**src/rtl/fetch_stage.sv**
```systemverilog
// fetch_stage: instruction fetch front end with an in-order reservation queue.
//
// Every request issued to instruction memory reserves the next queue slot and
// tags it with its PC. Responses fill reserved slots oldest first. Decode sees
// the head slot and pops it when it is filled and stall is low. A branch
// redirect clears the queue. Responses still in flight for earlier requests
// are then discarded by a drop counter.
//
// Parameters
//   RESET_PC  PC loaded by reset
//   QDEPTH    queue entries (power of two, 2..16)
// Ports
//   clk, rst                   clock, asynchronous active-high reset
//   imem_req, imem_addr        read request, word-aligned byte address
//   imem_valid, imem_rdata     in-order response strobe and data
//   branch_taken/target        redirect from a later stage
//   stall                      decode cannot accept this cycle
//   instruction, pc_out        head instruction and its PC
//   instr_valid                head slot filled
//   fetch_count                pop counter (only with FETCH_PERF_CNT_EN)
// Build option
//   FETCH_PERF_CNT_EN          adds the fetch_count port and its counter
module fetch_stage #(
  parameter logic [31:0] RESET_PC = 32'h0000_0000,
  parameter int unsigned QDEPTH   = 4
) (
  input  logic        clk,
  input  logic        rst,
  output logic        imem_req,
  output logic [31:0] imem_addr,
  input  logic        imem_valid,
  input  logic [31:0] imem_rdata,
  input  logic        branch_taken,
  input  logic [31:0] branch_target,
  input  logic        stall,
  output logic [31:0] instruction,
  output logic [31:0] pc_out,
  output logic        instr_valid
`ifdef FETCH_PERF_CNT_EN
  ,
  output logic [31:0] fetch_count
`endif
);

  localparam int unsigned AW = $clog2(QDEPTH);
  typedef logic [AW-1:0] ptr_t;
  typedef logic [AW:0]   cnt_t;
  localparam cnt_t FULL    = cnt_t'(QDEPTH);
  localparam cnt_t CNT_ONE = cnt_t'(1);
  localparam ptr_t PTR_ONE = ptr_t'(1);

  logic [31:0]       fetch_pc;
  logic [31:0]       pc_q   [QDEPTH];
  logic [31:0]       data_q [QDEPTH];
  logic [QDEPTH-1:0] filled;
  ptr_t              head;
  ptr_t              tail;
  ptr_t              fill_ptr;
  cnt_t              used;      // slots reserved, filled or still awaiting data
  cnt_t              outst;     // live requests not yet answered
  logic [31:0]       drop;      // responses still to be discarded

  logic              issue;
  logic              pop;
  logic              resp_fill;
  logic              resp_drop;
  cnt_t              used_nxt;
  cnt_t              outst_nxt;
  cnt_t              outst_left;
  logic [31:0]       drop_left;

  // Because every request reserves its own slot, "used" already covers
  // occupancy plus outstanding requests.
  assign imem_req    = !rst && !branch_taken && (used < FULL);
  assign imem_addr   = fetch_pc;
  assign instr_valid = filled[head];
  assign instruction = data_q[head];
  assign pc_out      = pc_q[head];

  assign issue     = imem_req;
  assign pop       = instr_valid && !stall && !branch_taken;
  assign resp_drop = imem_valid && (drop != '0);
  // A response with no live request pending is ignored.
  assign resp_fill = imem_valid && (drop == '0) && (outst != '0);

  always_comb begin
    used_nxt   = used;
    outst_nxt  = outst;
    outst_left = outst;
    drop_left  = drop;
    if (issue)     used_nxt   = used_nxt + CNT_ONE;
    if (pop)       used_nxt   = used_nxt - CNT_ONE;
    if (issue)     outst_nxt  = outst_nxt + CNT_ONE;
    if (resp_fill) outst_nxt  = outst_nxt - CNT_ONE;
    if (resp_fill) outst_left = outst - CNT_ONE;
    if (resp_drop) drop_left  = drop - 32'd1;
  end

  always_ff @(posedge clk or posedge rst) begin
    if (rst) begin
      fetch_pc <= RESET_PC;
      head     <= '0;
      tail     <= '0;
      fill_ptr <= '0;
      used     <= '0;
      outst    <= '0;
      drop     <= '0;
      filled   <= '0;
      for (int unsigned i = 0; i < QDEPTH; i++) begin
        pc_q[i]   <= '0;
        data_q[i] <= '0;
      end
    end else if (branch_taken) begin
      // Everything still in flight after this cycle's response becomes drop
      // work, which is added to any drop count that is already pending.
      fetch_pc <= branch_target;
      head     <= '0;
      tail     <= '0;
      fill_ptr <= '0;
      used     <= '0;
      outst    <= '0;
      filled   <= '0;
      drop     <= drop_left + 32'(outst_left);
    end else begin
      used  <= used_nxt;
      outst <= outst_nxt;
      drop  <= drop_left;
      if (issue) begin
        pc_q[tail] <= fetch_pc;
        tail       <= tail + PTR_ONE;
        fetch_pc   <= fetch_pc + 32'd4;
      end
      // fill_ptr always points at a reserved, unfilled slot. The head slot is
      // filled before it can pop, so fill and pop never hit the same slot.
      if (resp_fill) begin
        data_q[fill_ptr] <= imem_rdata;
        filled[fill_ptr] <= 1'b1;
        fill_ptr         <= fill_ptr + PTR_ONE;
      end
      if (pop) begin
        filled[head] <= 1'b0;
        head         <= head + PTR_ONE;
      end
    end
  end

`ifdef FETCH_PERF_CNT_EN
  always_ff @(posedge clk or posedge rst) begin
    if (rst)      fetch_count <= '0;
    else if (pop) fetch_count <= fetch_count + 32'd1;
  end
`endif

endmodule

```
**config.mk**
```make
export PLATFORM = sky130hd
export DESIGN_NAME = fetch_stage
export DESIGN_NICKNAME = d
export VERILOG_FILES = /design/src/rtl/fetch_stage.sv
export SDC_FILE = /design/constraint.sdc
export NUM_CORES = 1
export LEC_CHECK = 0
export CORE_ASPECT_RATIO = 1.1
export CORE_MARGIN = 2
export CORE_UTILIZATION = 58
export DETAILED_ROUTE_END_ITERATION = 12
export PLACE_DENSITY_LB_ADDON = 0.3
export SLEW_MARGIN = 25
export SYNTH_ARGS = -nofsm -noshare
export SYNTH_HDL_FRONTEND = slang
export SYNTH_SLANG_ARGS = --single-unit
```
**constraint.sdc**
```tcl
create_clock -name clk -period 12.2 [get_ports clk]
set_input_delay 1.22 -clock clk [delete_from_list [all_inputs] [get_ports clk]]
set_output_delay 1.22 -clock clk [all_outputs]
set_load 0.01 [all_outputs]
```
==> metrics.txt, run 1 <==
full die area=0.0299 mm^2; dpl ws=6.54 ns; Leak=8.49 nW; sequential share of power=45.8%; Initial Util=59.1%; GP Congestion=0.849; Power Internal=0.00224 W; Crit path depth=12; maximum clock insertion buffer count=3; CP bufs+invs=1; CTS Sinks=336; first-pass detailed-route iteration total=5; Ant. Diodes=0; register clock-pin slew on the reported worst setup and hold paths=0.06 ns; Syn Nets=1331; max-cap viol count=0; global route overflow=0; Synth Flop Type=dfrtp_1; Clock Skews=0.0211 ns; Worst Path Arrival=5.55 ns; status=finished, final reports clean; Sw Pwr=0.000924 W; FF-to-FF End=drop[19]; Worst VDD drop=130 uV; H-tree levels=2; Worst EP required=12.59 ns; Sequential Area=0.00841 mm^2; Die Ht=181 um; fillers=1944; Clock Power Share=31.9%; final critical-path required period=5.17 ns; Final Hold Slack=0.499 ns; HP Start=data_q[11]; area leader, netlist=dfrtp_1; Synth Warn #=0; Remaining DRCs=0; Tcrit/Tclk final=42.3%; CP endpoint kind=flop; setup violators final=0; worst-margin pin slew=0.972 ns; DRT Wirelength=35000 um; Gate power share=22.3%; Setup TNS=0 ns; hpwl dp=22500 um; relative slew slack=35.2%; RSZ-0062 raised after global routing=no; # rows=64; antenna violations before repair=1; slowest cell on the critical path=clkdlybuf4s50_1; Inserted Clock Buffers=36; top cell type's share of synthesized area=50.9%; crit path to=drop[19]; synthesized area=0.0165 mm^2; TritonCTS clock tree=done; CP Cell Sequence=clkdlybuf4s50_1, o2111a_1, mux2i_1, ha_1, a21o_1, a21oi_1, a2111oi_0, a31oi_1, a221oi_2, o2111ai_1, or3_1, xor2_1; wire length per cell=19.9 um; post-synthesis cell type count=71; post-CTS setup buffers=0; post-synthesis cell count=1237; Area Growth Syn to Fin=18.2%; area of the core=0.0279 mm^2; Async SR Flop Fraction=100%; Max FO, Critical Path=17; Sw Share=29.2%; die width=165 um; EDFF count, synth=0; sequential area share after synthesis=50.9%; Crit Path Class=in -> reg; vias per inst=5.97; Antenna Nets Post-Route=0; largest net degree at the start of global routing=141; via count of the first global-routing pass=11000; ranking of synthesized cells by area=dfrtp_1, mux2_2, mux4_2; Clk Latency, worst-skew pair=0.52 ns; post_cts resized=0; worst r2r src=drop[4]; Pwr Density=162 mW/mm^2; NumNets Final=1473; startpoint types=primary input; initial drt markers=628; routed via count=10500; f_max=194 MHz; Critical path origin=imem_valid; first-pass GRT wire length=57700 um; number of I/O pins=167; Slew Viols, Final=0; reg2reg path depth=14; CTS Hold Bufs=0; Root Buffer=clkbuf_16; fraction of layout cells with a size suffix above 1=29.8%; overall routing resource usage=24.2%; Mean Syn Cell Area=13.4 um^2; hold violation count in the final report=0; Synth Register Bits=336; Top delay family on crit path=compound AO/OA/AOI/OAI gates; reg2reg setup slack=7.04 ns; hold crit path type=reg -> reg; combined area of the multi-input logic cells=0.00775 mm^2; CP peak stage delay=0.92 ns; Worst Setup Slack, final=7.03 ns; port bufs=166
==> cell families (layout without fill, tap and decap cells) <==
logic type,Yosys count,after routing,synth area share (%)
flops,336,336,50.9
mux,335,335,27.2
buf+inv,91,250,2.20
fa+ha+maj,25,25,1.94
compound gates,104,104,4.37
xor+xnor,90,90,4.77
simple gates,256,256,8.63
==> synth_stat cells (all sizes together) (3+ instances only) <==
library cell,n
inv,18
mux2,261
and2,12
or4,5
and3,11
a21oi,18
nor4,15
o31a,4
nor3b,7
nand2,75
buf,43
and4,5
a2111oi,6
nand4,15
or3,10
nor2,46
clkbuf,30
nand3b,3
nand3,21
a211oi,5
xnor2,50
o21ai,38
ha,24
nand2b,4
o31ai,3
mux4,65
mux2i,9
nor3,17
a31oi,4
xor2,40
a21o,5
nor2b,4
dfrtp,336
o211ai,4
==> layout by cell type (no fill, tap or decap), drive strengths merged, types with 17 or more instances in the layout <==
cell type	count
inv	19
nor3	17
xor2	40
xnor2	50
nand2	75
nand3	21
ha	24
nor2	46
clkbuf	50
mux4	65
o21ai	38
dfrtp	336
a21oi	18
clkdlybuf4s50	165
mux2	261
==> registers in the layout (all words and copies together), names as in the netlist <==
name and cells:
data_q 128, pc_q 128, drop 32, imem_addr 32, filled 4, outst 3
used 3, fill_ptr 2, head 2, tail 2
==> layout make-up <==
type	count	share of cell area, %
multi-input cells	810	39.7
clock buffers	50	5.24
well taps	363	2.33
inverters	18	0.410
flip-flops and latches	336	43.1
repair buffers	177	8.91
clock inverters	5	0.295
==> power groups by stage <==
stage	clock (W)	sequential (W)	combinational (W)
6_report	0.00101	0.00145	0.000703
5_1_grt	0.00108	0.00148	0.000769
4_1_cts	0.00103	0.00145	0.000707
3_5_place_dp	0	0.00147	0.000701
3_3_place_gp	0	0.00145	0.000683
2_1_floorplan	0	0.00140	0.000528
==> stage by stage <==
step | total power [W] | util (%) | cell area (um^2) | instances
after floorplan | 0.00193 | - | 16500 | 1237
after global placement | 0.00214 | 66.0 | 18400 | 1704
after detailed placement | 0.00217 | 66.0 | 18400 | 1704
after CTS | 0.00318 | 69.8 | 19500 | 1759
after global routing | 0.00332 | 69.9 | 19500 | 1759
final | 0.00316 | 69.9 | 19500 | 1759
==> worst min-delay path by stage <==
stage | to | slack [ns] | cells after the start
3_3_place_gp | data_q[9] | 0.48 | 1
5_1_grt | data_q[47] | 0.51 | 1
2_1_floorplan | data_q[62] | 0.47 | 1
3_5_place_dp | data_q[50] | 0.49 | 1
6_report | data_q[11] | 0.50 | 1
4_1_cts | data_q[41] | 0.50 | 1
==> metal layers <==
metal / wire length, um / track usage (%) / share of wire (%) / vias to the layer above
met4: 633 / 5.84 / 1.8 / 2
met3: 2140 / 5.67 / 6.1 / 47
met5: 13 / 0 / 0.037 / -
met1: 15100 / 33.0 / 43 / 5402
met2: 17200 / 39.5 / 49 / 258
li1: - / - / - / 4784
Power figures use the tool's default switching activity.
==> inputs of run 2 (changes only) <==
==> constraint.sdc (replaced) <==
create_clock -name clk -period 4.94 [get_ports clk]
set_input_delay 0.494 -clock clk [delete_from_list [all_inputs] [get_ports clk]]
set_output_delay 0.494 -clock clk [all_outputs]
set_load 0.01 [all_outputs]
==> metrics.txt, run 2 (same netlist as run 1, synthesis figures left out) <==
status=finished, final reports clean; Clock Skews=0.0232 ns; max-cap viol count=0; NumNets Final=1485; port bufs=166; Inserted Clock Buffers=36; die width=165 um; vias per inst=5.93; Tcrit/Tclk final=90.4%; highest routed layer=met4; Remaining DRCs=0; initial drt markers=633; commonest non-fill, non-tap cell in the layout=dfrtp_1; hold crit path type=reg -> reg; worst-margin pin slew=0.934 ns; reg2reg setup slack=0.48 ns; CTS Sinks=336; metal3 WL=1760 um; f_max=224 MHz; met1 WL=15300 um; sequential share of power=45.2%; Worst EP required=5.33 ns; Antenna Nets Post-Route=0; hpwl dp=23000 um; Root Buffer=clkbuf_16; routed via count=10600; CP Cell Sequence=or4_1, nand2b_4, nor2_1, o2111a_1, mux2i_1, ha_1, a21o_1, a21oi_1, a2111oi_0, a31oi_1, a221oi_2, o2111ai_1, or3_1, xor2_1; first-pass detailed-route iteration total=7; via count of the first global-routing pass=11300; H-tree levels=2; number of I/O pins=167; register clock-pin slew on the reported worst setup and hold paths=0.06 ns; antenna violations before repair=0; Ant. Diodes=0; RSZ-0062 raised after global routing=no; FF-to-FF End=drop[19]; largest net degree at the start of global routing=175; Die Ht=181 um; global route overflow=0; Clock Power Share=32.5%; hold violation count in the final report=0; setup violators final=0; post_cts resized=0; Power Internal=0.00558 W; Clk Latency, worst-skew pair=0.53 ns; worst r2r src=drop[21]; Critical path origin=drop[21]; area of the core=0.0279 mm^2; final critical-path required period=4.46 ns; # rows=64; GP Congestion=0.839; Worst Path Arrival=4.85 ns; Crit Path Class=reg -> reg; CTS Hold Bufs=0; Area Growth Syn to Fin=19.3%; Leak=8.58 nW; Gate power share=22.3%; Worst VDD drop=324 uV; Sw Share=29.5%; overall routing resource usage=24.6%; final core utilization=70.5%; CP endpoint kind=flop; first-pass GRT wire length=58500 um; Largest regs=data_q x128, pc_q x128; post-CTS setup buffers=0; Sw Pwr=0.00233 W; crit path to=drop[19]; Pwr Density=401 mW/mm^2; most frequent cells in the layout=dfrtp_1, mux2_2, clkdlybuf4s50_1; full die area=0.0299 mm^2; Max FO, Critical Path=8; post-route insts no fill=1780; Initial Util=59.1%; DR WL met2=17900 um; TritonCTS clock tree=done; slowest cell on the critical path=or4_1; wire length per cell=20.0 um; reg2reg path depth=14; startpoint types=flop; relative slew slack=37.7%; CP peak stage delay=0.67 ns; maximum clock insertion buffer count=3; DRT Wirelength=35500 um; combined area of the multi-input logic cells=0.00775 mm^2; fillers=1972; fraction of layout cells with a size suffix above 1=30.8%; Sequential Area=0.00842 mm^2; Slew Viols, Final=0; dpl cells=1715
run 2: changes by cell type in the layout (fill, tap and decap cells not counted), sizes merged:
cell and delta:
buf +12, clkbuf -1, clkinvlp +5, clkinv +5
run 2: stage by stage:
| step | instance area [um^2] | hold slack (ns) | setup TNS (ns) | worst slack, ns | total power, W |
|---|---|---|---|---|---|
| finish | 19700 | 0.499 | 0 | 0.475 | 0.00790 |
| global route | 19700 | 0.512 | 0 | 0.149 | 0.00830 |
| CTS | 19700 | 0.500 | 0 | 0.479 | 0.00797 |
| detailed placement | 18500 | 0.487 | 0 | 0.498 | 0.00537 |
| global placement | 18500 | 0.481 | 0 | 0.602 | 0.00530 |
| floorplan | 16500 | 0.474 | -19.42 | -1.31 | 0.00477 |
run 2: critical path: cells and delay by family, from the launching register on:
kind | cells | cell delay [ns]
mux | 1 | 0.36
flops | 1 | 0.45
xor+xnor | 1 | 0.15
simple gates | 4 | 1.50
compound gates | 7 | 1.71
fa+ha+maj | 1 | 0.19
run 2: area by class of cell:
class / count / share of cell area, %
clock buffer: 49 / 5.22
clock inverter: 15 / 0.597
inverter: 18 / 0.362
multi-input combinational: 810 / 39.3
sequential: 336 / 42.7
tap: 363 / 2.30
timing repair buffer: 189 / 9.47
run 2: power groups by stage:
stage / Sequential (W) / Combinational [W] / Clock, W
after floorplan: 0.00347 / 0.00130 / 0
after global placement: 0.00358 / 0.00172 / 0
after detailed placement: 0.00362 / 0.00176 / 0
after CTS: 0.00357 / 0.00177 / 0.00262
after global routing: 0.00364 / 0.00193 / 0.00273
final: 0.00357 / 0.00176 / 0.00257
run 2: how the worst min path moves through the flow:
stage | endpoint | slack (ns) | depth (start not counted) | startpoint
floorplan | data_q[62] | 0.47 | 1 | data_q[62]
global placement | data_q[54] | 0.48 | 1 | data_q[54]
detailed placement | data_q[54] | 0.49 | 1 | data_q[54]
CTS | data_q[54] | 0.50 | 1 | data_q[54]
global route | pc_q[41] | 0.51 | 1 | pc_q[41]
finish | data_q[41] | 0.50 | 1 | data_q[41]
run 2: metal layers:
metal	vias to the layer above	track usage (%)
met1	5459	32.7
met3	46	4.80
met4	0	5.77
met5	-	0
li1	4830	-
met2	222	42.1
==> inputs of run 3 (changes only) <==
--- a/config.mk
+++ b/config.mk
@@ -9,6 +9,7 @@
 export CORE_MARGIN = 2
 export CORE_UTILIZATION = 58
 export DETAILED_ROUTE_END_ITERATION = 12
+export GPL_ROUTABILITY_DRIVEN = 0
 export PLACE_DENSITY_LB_ADDON = 0.3
 export SLEW_MARGIN = 25
 export SYNTH_ARGS = -nofsm -noshare
==> metrics.txt, run 3 (same netlist as run 1, synthesis figures left out) <==
status=finished, final reports clean; maximum clock insertion buffer count=3; NumNets Final=1484; setup violators final=0; post-CTS setup buffers=0; via count of the first global-routing pass=11300; CTS Hold Bufs=0; f_max=221 MHz; fraction of layout cells with a size suffix above 1=30.5%; hpwl dp=23000 um; Die Ht=181 um; H-tree levels=2; most frequent cells in the layout=dfrtp_1, mux2_2, clkdlybuf4s50_1; Area Growth Syn to Fin=20.0%; Tcrit/Tclk final=91.4%; Pwr Density=411 mW/mm^2; final core utilization=70.9%; global route overflow=0; initial drt markers=660; Largest regs=data_q x128, pc_q x128; Remaining DRCs=0; Crit Path Class=reg -> reg; max-cap viol count=0; first-pass GRT wire length=58400 um; reg2reg setup slack=0.42 ns; commonest non-fill, non-tap cell in the layout=dfrtp_1; worst-margin pin slew=0.892 ns; Hold Path Sink=data_q[32]; antenna violations before repair=0; worst r2r src=drop[21]; first-pass detailed-route iteration total=4; Clk Latency, worst-skew pair=0.51 ns; hold violation count in the final report=0; Inserted Clock Buffers=36; CTS Sinks=336; Worst Path Arrival=4.91 ns; vias per inst=5.94; register clock-pin slew on the reported worst setup and hold paths=0.06 ns; number of I/O pins=167; Max FO, Critical Path=8; relative slew slack=40.4%; post_cts resized=0; Worst VDD drop=289 uV; Worst EP required=5.33 ns; # rows=64; Leak=8.64 nW; area of the core=0.0279 mm^2; CP endpoint kind=flop; FF-to-FF End=drop[19]; hold crit path type=reg -> reg; routed via count=10600; full die area=0.0299 mm^2; hold path cells=1; port bufs=166; PnR Total Power=0.00814 W; Slew Viols, Final=0; startpoint types=flop; RSZ-0062 raised after global routing=no; largest net degree at the start of global routing=121; Root Buffer=clkbuf_16; TritonCTS clock tree=done; Clock Skews=0.0202 ns; Ant. Diodes=0; DRT Wirelength=35600 um; final critical-path required period=4.52 ns; wire length per cell=20.0 um; Initial Util=59.1%; HP Start=data_q[32]; overall routing resource usage=24.6%; die width=165 um; Antenna Nets Post-Route=0; reg2reg path depth=14
run 3: cell count changes in the layout (fill, tap and decap cells not counted), sizes merged:
cell,change
inv,-2
clkinv,-4
clkbuf,+4
buf,-1
clkinvlp,-4
bufinv,+4
run 3: metal layers:
metal	global-route usage (%)	up-vias	routed length, um
met5	0	-	0
met4	5.67	0	594
met3	5.10	40	1960
met2	41.3	223	17700
met1	33.0	5468	15300
li1	-	4819	-
run 3: report_power, final:
group / internal (W) / switching [W]
registers: 0.00318 / 0.000396
clock network: 0.00173 / 0.00107
logic: 0.000922 / 0.000846
run 3: area by class of cell:
class	count	area, um^2
multi-input combinational	810	7750
clock inverter	9	160
clock buffer	53	1090
tap	363	454
sequential	336	8420
fill	1869	8130
inverter	18	71.3
timing repair buffer	188	1880
run 3: metrics by stage:
stage / hold WS [ns] / TNS [ns] / setup WS [ns] / cells / cell area (um^2)
finish: 0.500 / 0 / 0.422 / 1777 / 19800
global route: 0.506 / 0 / 0.0981 / 1777 / 19800
CTS: 0.500 / 0 / 0.441 / 1776 / 19800
detailed placement: 0.488 / 0 / 0.447 / 1714 / 18500
global placement: 0.482 / 0 / 0.616 / 1713 / 18500
floorplan: 0.474 / -19.42 / -1.31 / 1237 / 16500
run 3: how the worst max path moves through the flow:
stage / to / slack [ns] / start
final: drop[19] / 0.42 / drop[21]
after floorplan: used[2] / -1.31 / rst
after detailed placement: drop[19] / 0.45 / drop[21]
after CTS: drop[19] / 0.44 / drop[21]
after global routing: drop[19] / 0.1 / drop[0]
after global placement: drop[19] / 0.62 / drop[21]
run 3: critical path: stages, from the launching register on:
cell,delay (ns)
dfrtp_1,0.46
or4_1,0.69
nand2b_4,0.22
nor2_1,0.17
o2111a_1,0.42
mux2i_1,0.35
ha_1,0.19
a21o_1,0.10
a21oi_1,0.08
a2111oi_0,0.39
a31oi_1,0.13
a221oi_2,0.23
o2111ai_1,0.37
or3_1,0.45
xor2_1,0.15
